### src/rtl/register_file_io.sv
// Architectural register file with a write-back output-port FIFO drained by valid/ready.
// Define WB_BYPASS_EN to forward same-cycle write data onto matching read ports.
module register_file_io #(
  parameter int DATA_WIDTH = 16,
  parameter int ADDR_WIDTH = 3,
  parameter int OUT_DEPTH  = 4
) (
  input  logic                  clk,
  input  logic                  rst_n,
  input  logic                  regWrite,
  input  logic [ADDR_WIDTH-1:0] writeAddress,
  input  logic [DATA_WIDTH-1:0] writeData,
  input  logic [ADDR_WIDTH-1:0] readAddress1,
  output logic [DATA_WIDTH-1:0] readData1,
  input  logic [ADDR_WIDTH-1:0] readAddress2,
  output logic [DATA_WIDTH-1:0] readData2,
  input  logic                  outputEnable,
  input  logic [DATA_WIDTH-1:0] outputData,
  output logic [DATA_WIDTH-1:0] portData,
  output logic                  portValid,
  input  logic                  portReady,
  output logic                  portFull,
  output logic                  portOverflow
);

  localparam int NREGS = 1 << ADDR_WIDTH;
  localparam int PTR_W = $clog2(OUT_DEPTH);
  localparam int CNT_W = PTR_W + 1;
  localparam logic [CNT_W-1:0] FULL_CNT = CNT_W'(OUT_DEPTH);
  localparam logic [CNT_W-1:0] CNT_ONE  = CNT_W'(1);
  localparam logic [PTR_W-1:0] PTR_ONE  = PTR_W'(1);

  logic [DATA_WIDTH-1:0] regs_q [NREGS];
  logic [DATA_WIDTH-1:0] regs_d [NREGS];
  logic [DATA_WIDTH-1:0] fifo_q [OUT_DEPTH];
  logic [DATA_WIDTH-1:0] fifo_d [OUT_DEPTH];
  logic [PTR_W-1:0]      wr_ptr_q, wr_ptr_d;
  logic [PTR_W-1:0]      rd_ptr_q, rd_ptr_d;
  logic [CNT_W-1:0]      count_q, count_d;
  logic                  overflow_q, overflow_d;
  logic [DATA_WIDTH-1:0] port_data_q, port_data_d;
  logic                  push, pop;

  always_comb begin
    regs_d = regs_q;
    if (regWrite) regs_d[writeAddress] = writeData;
  end

  always_comb begin
    readData1 = regs_q[readAddress1];
    readData2 = regs_q[readAddress2];
`ifdef WB_BYPASS_EN
    if (regWrite && (readAddress1 == writeAddress)) readData1 = writeData;
    if (regWrite && (readAddress2 == writeAddress)) readData2 = writeData;
`endif
  end

  always_comb begin
    pop         = (count_q != '0) && portReady;
    // A pop in the same edge frees the slot, so a full FIFO still accepts the push.
    push        = outputEnable && ((count_q != FULL_CNT) || pop);
    fifo_d      = fifo_q;
    wr_ptr_d    = wr_ptr_q;
    rd_ptr_d    = rd_ptr_q;
    count_d     = count_q;
    overflow_d  = overflow_q | (outputEnable & ~push);
    port_data_d = port_data_q;
    if (push) begin
      fifo_d[wr_ptr_q] = outputData;
      wr_ptr_d         = wr_ptr_q + PTR_ONE;
    end
    if (pop) rd_ptr_d = rd_ptr_q + PTR_ONE;
    case ({push, pop})
      2'b10:   count_d = count_q + CNT_ONE;
      2'b01:   count_d = count_q - CNT_ONE;
      default: count_d = count_q;
    endcase
    // Head is registered; once empty it keeps the last popped value.
    if (count_d != '0) port_data_d = fifo_d[rd_ptr_d];
  end

  always_ff @(posedge clk or negedge rst_n) begin
    if (!rst_n) begin
      regs_q      <= '{default: '0};
      fifo_q      <= '{default: '0};
      wr_ptr_q    <= '0;
      rd_ptr_q    <= '0;
      count_q     <= '0;
      overflow_q  <= 1'b0;
      port_data_q <= '0;
    end else begin
      regs_q      <= regs_d;
      fifo_q      <= fifo_d;
      wr_ptr_q    <= wr_ptr_d;
      rd_ptr_q    <= rd_ptr_d;
      count_q     <= count_d;
      overflow_q  <= overflow_d;
      port_data_q <= port_data_d;
    end
  end

  assign portData     = port_data_q;
  assign portValid    = (count_q != '0);
  assign portFull     = (count_q == FULL_CNT);
  assign portOverflow = overflow_q;

endmodule

### config.mk
export PLATFORM = sky130hd
export DESIGN_NAME = register_file_io
export DESIGN_NICKNAME = d
export VERILOG_FILES = /design/src/rtl/register_file_io.sv
export SDC_FILE = /design/constraint.sdc
export NUM_CORES = 1
export LEC_CHECK = 0
export ABC_AREA = 1
export ABC_CLOCK_PERIOD_IN_PS = 2600
export CAP_MARGIN = 30
export CORE_MARGIN = 2
export CORE_UTILIZATION = 50
export DETAILED_ROUTE_END_ITERATION = 12
export GPL_ROUTABILITY_DRIVEN = 0
export PLACE_DENSITY = 0.7
export SLEW_MARGIN = 15
export SYNTH_ARGS = -nofsm -noshare
export SYNTH_HDL_FRONTEND = slang
export SYNTH_SLANG_ARGS = --single-unit
export TNS_END_PERCENT = 10
### constraint.sdc
create_clock -name clk -period 2.6 [get_ports clk]
set_input_delay 0.78 -clock clk [delete_from_list [all_inputs] [get_ports clk]]
set_output_delay 0.78 -clock clk [all_outputs]
set_load 0.05 [all_outputs]
**Word-level counts from Yosys, hierarchy flattened**

Index checks and enable logic that the tools add are counted.

- Register bits: 216
- Output and inout port bits: 51

- Multiplexer cells: 18
- Reduce and logical (&&, ||, !) cells: 7
- Bitwise operators: 8
- Magnitude comparators: 7
- Eq/ne operators: 4
- Add/sub/neg operators: 4

Operators with widths:

| cell | number |
|---|---|
| 128-bit bitwise mux | 1 |
| 16-bit two-way mux | 8 |
| 16-bit binary-select mux with 3-bit select | 2 |
| 64-bit bitwise mux | 1 |
| 64-bit two-way mux | 1 |
| 16-bit demux with 3-bit select | 1 |
| 16-bit binary-select mux with 2-bit select | 1 |
| 16-bit demux with 2-bit select | 1 |
| 4-bit >= comparator, second input constant | 3 |
| 3-bit inverter with 4-bit output | 3 |
| 3-bit >= comparator, second input constant | 2 |
| 2-bit inverter with 3-bit output | 2 |
| 3-bit case mux with 2 select lines | 1 |
| 3-bit nonzero test | 2 |
| 2-bit by 1-bit adder with 2-bit output, second input constant | 2 |
| 1-bit logical AND | 4 |
| 4-bit by 1-bit less-than comparator with 1-bit output, second input constant | 1 |
| 3-bit by 1-bit adder with 3-bit output, second input constant | 1 |
| 3-bit == test, second input constant | 1 |
| 3-bit by 1-bit less-than comparator with 1-bit output, second input constant | 1 |
| 3-bit != test, second input constant | 1 |
| 3-bit by 1-bit subtractor with 3-bit output, second input constant | 1 |
| 2-bit by 1-bit == test with 1-bit output, second input constant | 1 |
| 2-bit == test, second input constant | 1 |
| other kinds (5) | 5 |

**Logic depth before layout (Yosys ltp)**

- Depth after elaboration: 10
- Depth in mapped cells: 17
- Gate-level depth less buffers: 15

**Worst setup path after synthesis**

Ideal clock, no wire load.

- Path type: input to output
- Start point: input port readAddress2[1]
- End point: output port readData2[1]
- Arrival: 2.382 ns
- Cell stages on the path: 6
- Required time: 1.820 ns
- Buffers on the path: 2
- Path slack: -0.562 ns
- Path through: clkbuf_1 clkbuf_1 o21ai_0 o21ai_0 nor2_1 a31oi_1

- Word-level cells in the longest chain between the ends: 4

RTL lines:

| what | line | RTL |
|---|---|---|
| start, declared | 15 | `input logic [ADDR_WIDTH-1:0] readAddress2,` |
| 3-bit inverter with 4-bit output (not written as such) | 51 | `readData2 = regs_q[readAddress2];` |
| 16-bit binary-select mux with 3-bit select | 51 |  |
| 16-bit two-way mux (not written as such) (2 in series) | 51 |  |
| end, declared | 16 | `output logic [DATA_WIDTH-1:0] readData2,` |

Every way passes these cells. The select of a mux whose other input is x is not followed.

**Final worst setup path**

- Start point: input port readAddress2[2]
- End point: output port readData2[14]

Same word-level chain as after synthesis.

==> results.md <==
- Status: complete, but fails checks
- Failing checks: negative setup slack
- Setup WS post-layout: -78.7 ps
- Setup violators final: 17
- CP max stage delay: 260 ps
- Die X: 158 um
- Clock slew at the register clock pins of the worst setup and hold paths: 60 ps
- CP max stage cell: dlygate4sd2_1
- Die extent in y: 158 um
- H-tree levels: 1
- CP arrival: 1900 ps
- Setup TNS: -573 ps
- Residual DRC count: 0
- Slew Viols, Final: 0
- Area post-placement: around 0.014 mm2
- Clk_lat worst skew: about 530 ps
- Avg WL per Cell: 17.6 um
- Non-Filler Instances: 2097
- Core Area: 0.0234 mm2
- Most common cell on crit path: buf_12
- Tot Pwr: about 15000 uW
- Post-synth cell types: 29
- Peak VDD IR: around 0.92 mV
- CP startpoint: readAddress2[2]
- Vias in the first global route: 11304
- Worst Setup End Kind: output pin
- CTS tree: built
- Max-cap violations: 0
- TritonRoute pass-1 iters: 6
- Reg2Reg Setup Slack: 330 ps
- Crit Path Max Fanout: 15
- Global-route usage over all layers: 0.292
- Routed WL: 36.9 mm
- CTS Root Buffer Type: clkbuf_16
- FF-to-FF End: portData[6]
- Met3 Use GR: 0.0411
- RSZ-0062 raised after global routing: yes
- Global-route wire length before repair: 58.0 mm
- Final hold violations: 0
- FP Rows: 56
- Placed Cells incl. Taps: around 2000
- Warnings from Yosys: 0
- Layout cells sized above 1: 0.172
- Period utilisation layout: 1.03
- I/O pin total: 97
- Die area: 0.0249 mm2
- Total congestion overflow: 0
- CTS sink cnt: 216
- DRT iter0 DRCs: 1038
- Most common cell after layout, fill and taps aside: nand2_1
- Syn avg cell area: 7.21 um2
- Antenna fix cells: 0
- Lkg Pwr: 0.00744 uW
- FMAX: 373 MHz
- Rel. slew slack: 0.496
- GRT met2 Usage: 0.511
- WP buf/inv: 4
- Starting Density: 0.506
- CTS hold repair buffers: 0
- Post-Syn Area: roughly 0.012 mm2
- Gate Count Post-Synth: between 1500 and 2000
- Busiest grt layer: met2
- Clock Tree Buf Depth: 3
- Largest net degree at the start of global routing: 72
- NumNets Final: ~1800
- Fillers: ~1900
- Dpl ws: -493 ps
- WP data required: 1820 ps
- Post-synthesis sequential area ratio: 0.456
- CP Class: in2out
- FF+latch count, synth: 216
- Area delta synth->final: 34.0%
- Vias per inst: 5.54
- R2r worst-path depth: 13
- Final Critical Period: 2680 ps
- Finished Cell Area: roughly 0.016 mm2
- Post-DP HPWL: 21.7 mm
- CP top delay family: buffers and inverters
- Syn nets: about 1700
- Final Skew: 6.30 ps
- Initial antenna violation count: 0
- Min-Delay Path Class: in2async
- # port buffers: 96
- Slew @ Worst Pin: 756 ps
- Power Density: 933 mW/mm2
- Crit start category: input port
- Most frequent cells in the layout: nand2_1, o21ai_0, dfrtp_1
- R2r startpoint: count_q[2]
- CP Cell Sequence: dlygate4sd2_1 -> inv_4 -> buf_12 -> nor2_1 -> a31oi_4 -> buf_12
- Via count: 11613
- Num CTS Buffers: 25
- Antenna Nets Post-Route: 0
- Met1 GRT Util: 0.359
flip-flops by register name (all words and copies together), names as in the netlist:
register      flops
portData         16
regs_q          128
wr_ptr_q          2
portOverflow      1
count_q           3
rd_ptr_q          2
fifo_q           64
metal layers:
layer,wire [um],up-vias
li1,-,5562
met1,14800,5530
met2,18100,423
met3,2470,98
met4,1540,0
met5,0,-
per-stage QoR:
step / hold WS [ps] / util
global route: 288 / 0.678
floorplan: 453 / -
detailed placement: 456 / 0.605
finish: 226 / 0.678
global placement: 458 / 0.605
CTS: 255 / 0.661
logic make-up after synthesis:
kind of cell,share of synthesized area
buf+inv,0.0941
flops,0.456
xor+xnor,0.00380
fa+ha+maj,0.00697
simple gates,0.238
compound gates,0.201
final cells by class:
class	instances	area [um2]	share of cell area
Multi-Input combinational cell	1165	6020	0.379
Sequential cell	216	5410	0.340
Timing Repair Buffer	202	2650	0.167
Clock buffer	40	772	0.0486
Inverter	149	582	0.0366
Tap cell	319	399	0.0251
Clock inverter	6	45.0	0.00284
cell usage after synthesis:
cell,count,area share
a21oi_1,81,0.034
a31o_2,1,0.00074
a31oi_1,32,0.017
buf_1,10,0.0032
buf_2,24,0.010
buf_4,3,0.0019
buf_6,9,0.0086
buf_8,2,0.0025
clkbuf_1,65,0.021
dfrtp_1,216,0.46
fa_1,1,0.0017
ha_1,5,0.0053
inv_1,146,0.046
inv_2,3,0.00095
nand2_1,526,0.17
nand2_2,17,0.0090
nand2_4,2,0.0019
nand3_1,65,0.027
nand3_2,2,0.0017
nand3_4,1,0.0015
nor2_1,88,0.028
nor2_4,1,0.00095
nor3_1,2,0.00084
o211ai_1,32,0.020
o21ai_0,296,0.12
o21ai_1,10,0.0042
xnor2_1,1,0.00074
xor2_1,1,0.00074
xor2_4,1,0.0023
what timing repair did:
action	CTS	global route
cloned	9	5
resized for setup	76	108
endpoints found under the setup margin	33	48
setup buffers	4	6
endpoints found under the hold margin	0	0
pin swaps	9	26
where the power goes:
group          switching (uW)  internal, uW
Combinational            4100          2360
Clock                    1410          2040
Sequential                602          4310
how the worst max path moves through the flow:
stage               depth (start not counted)       endpoint
floorplan                                  15   portData[10]
global placement                           13    portData[4]
detailed placement                         13    portData[1]
CTS                                         6  readData1[14]
global route                                8   readData2[0]
finish                                      6  readData2[14]
Power figures use the tool's default switching activity.
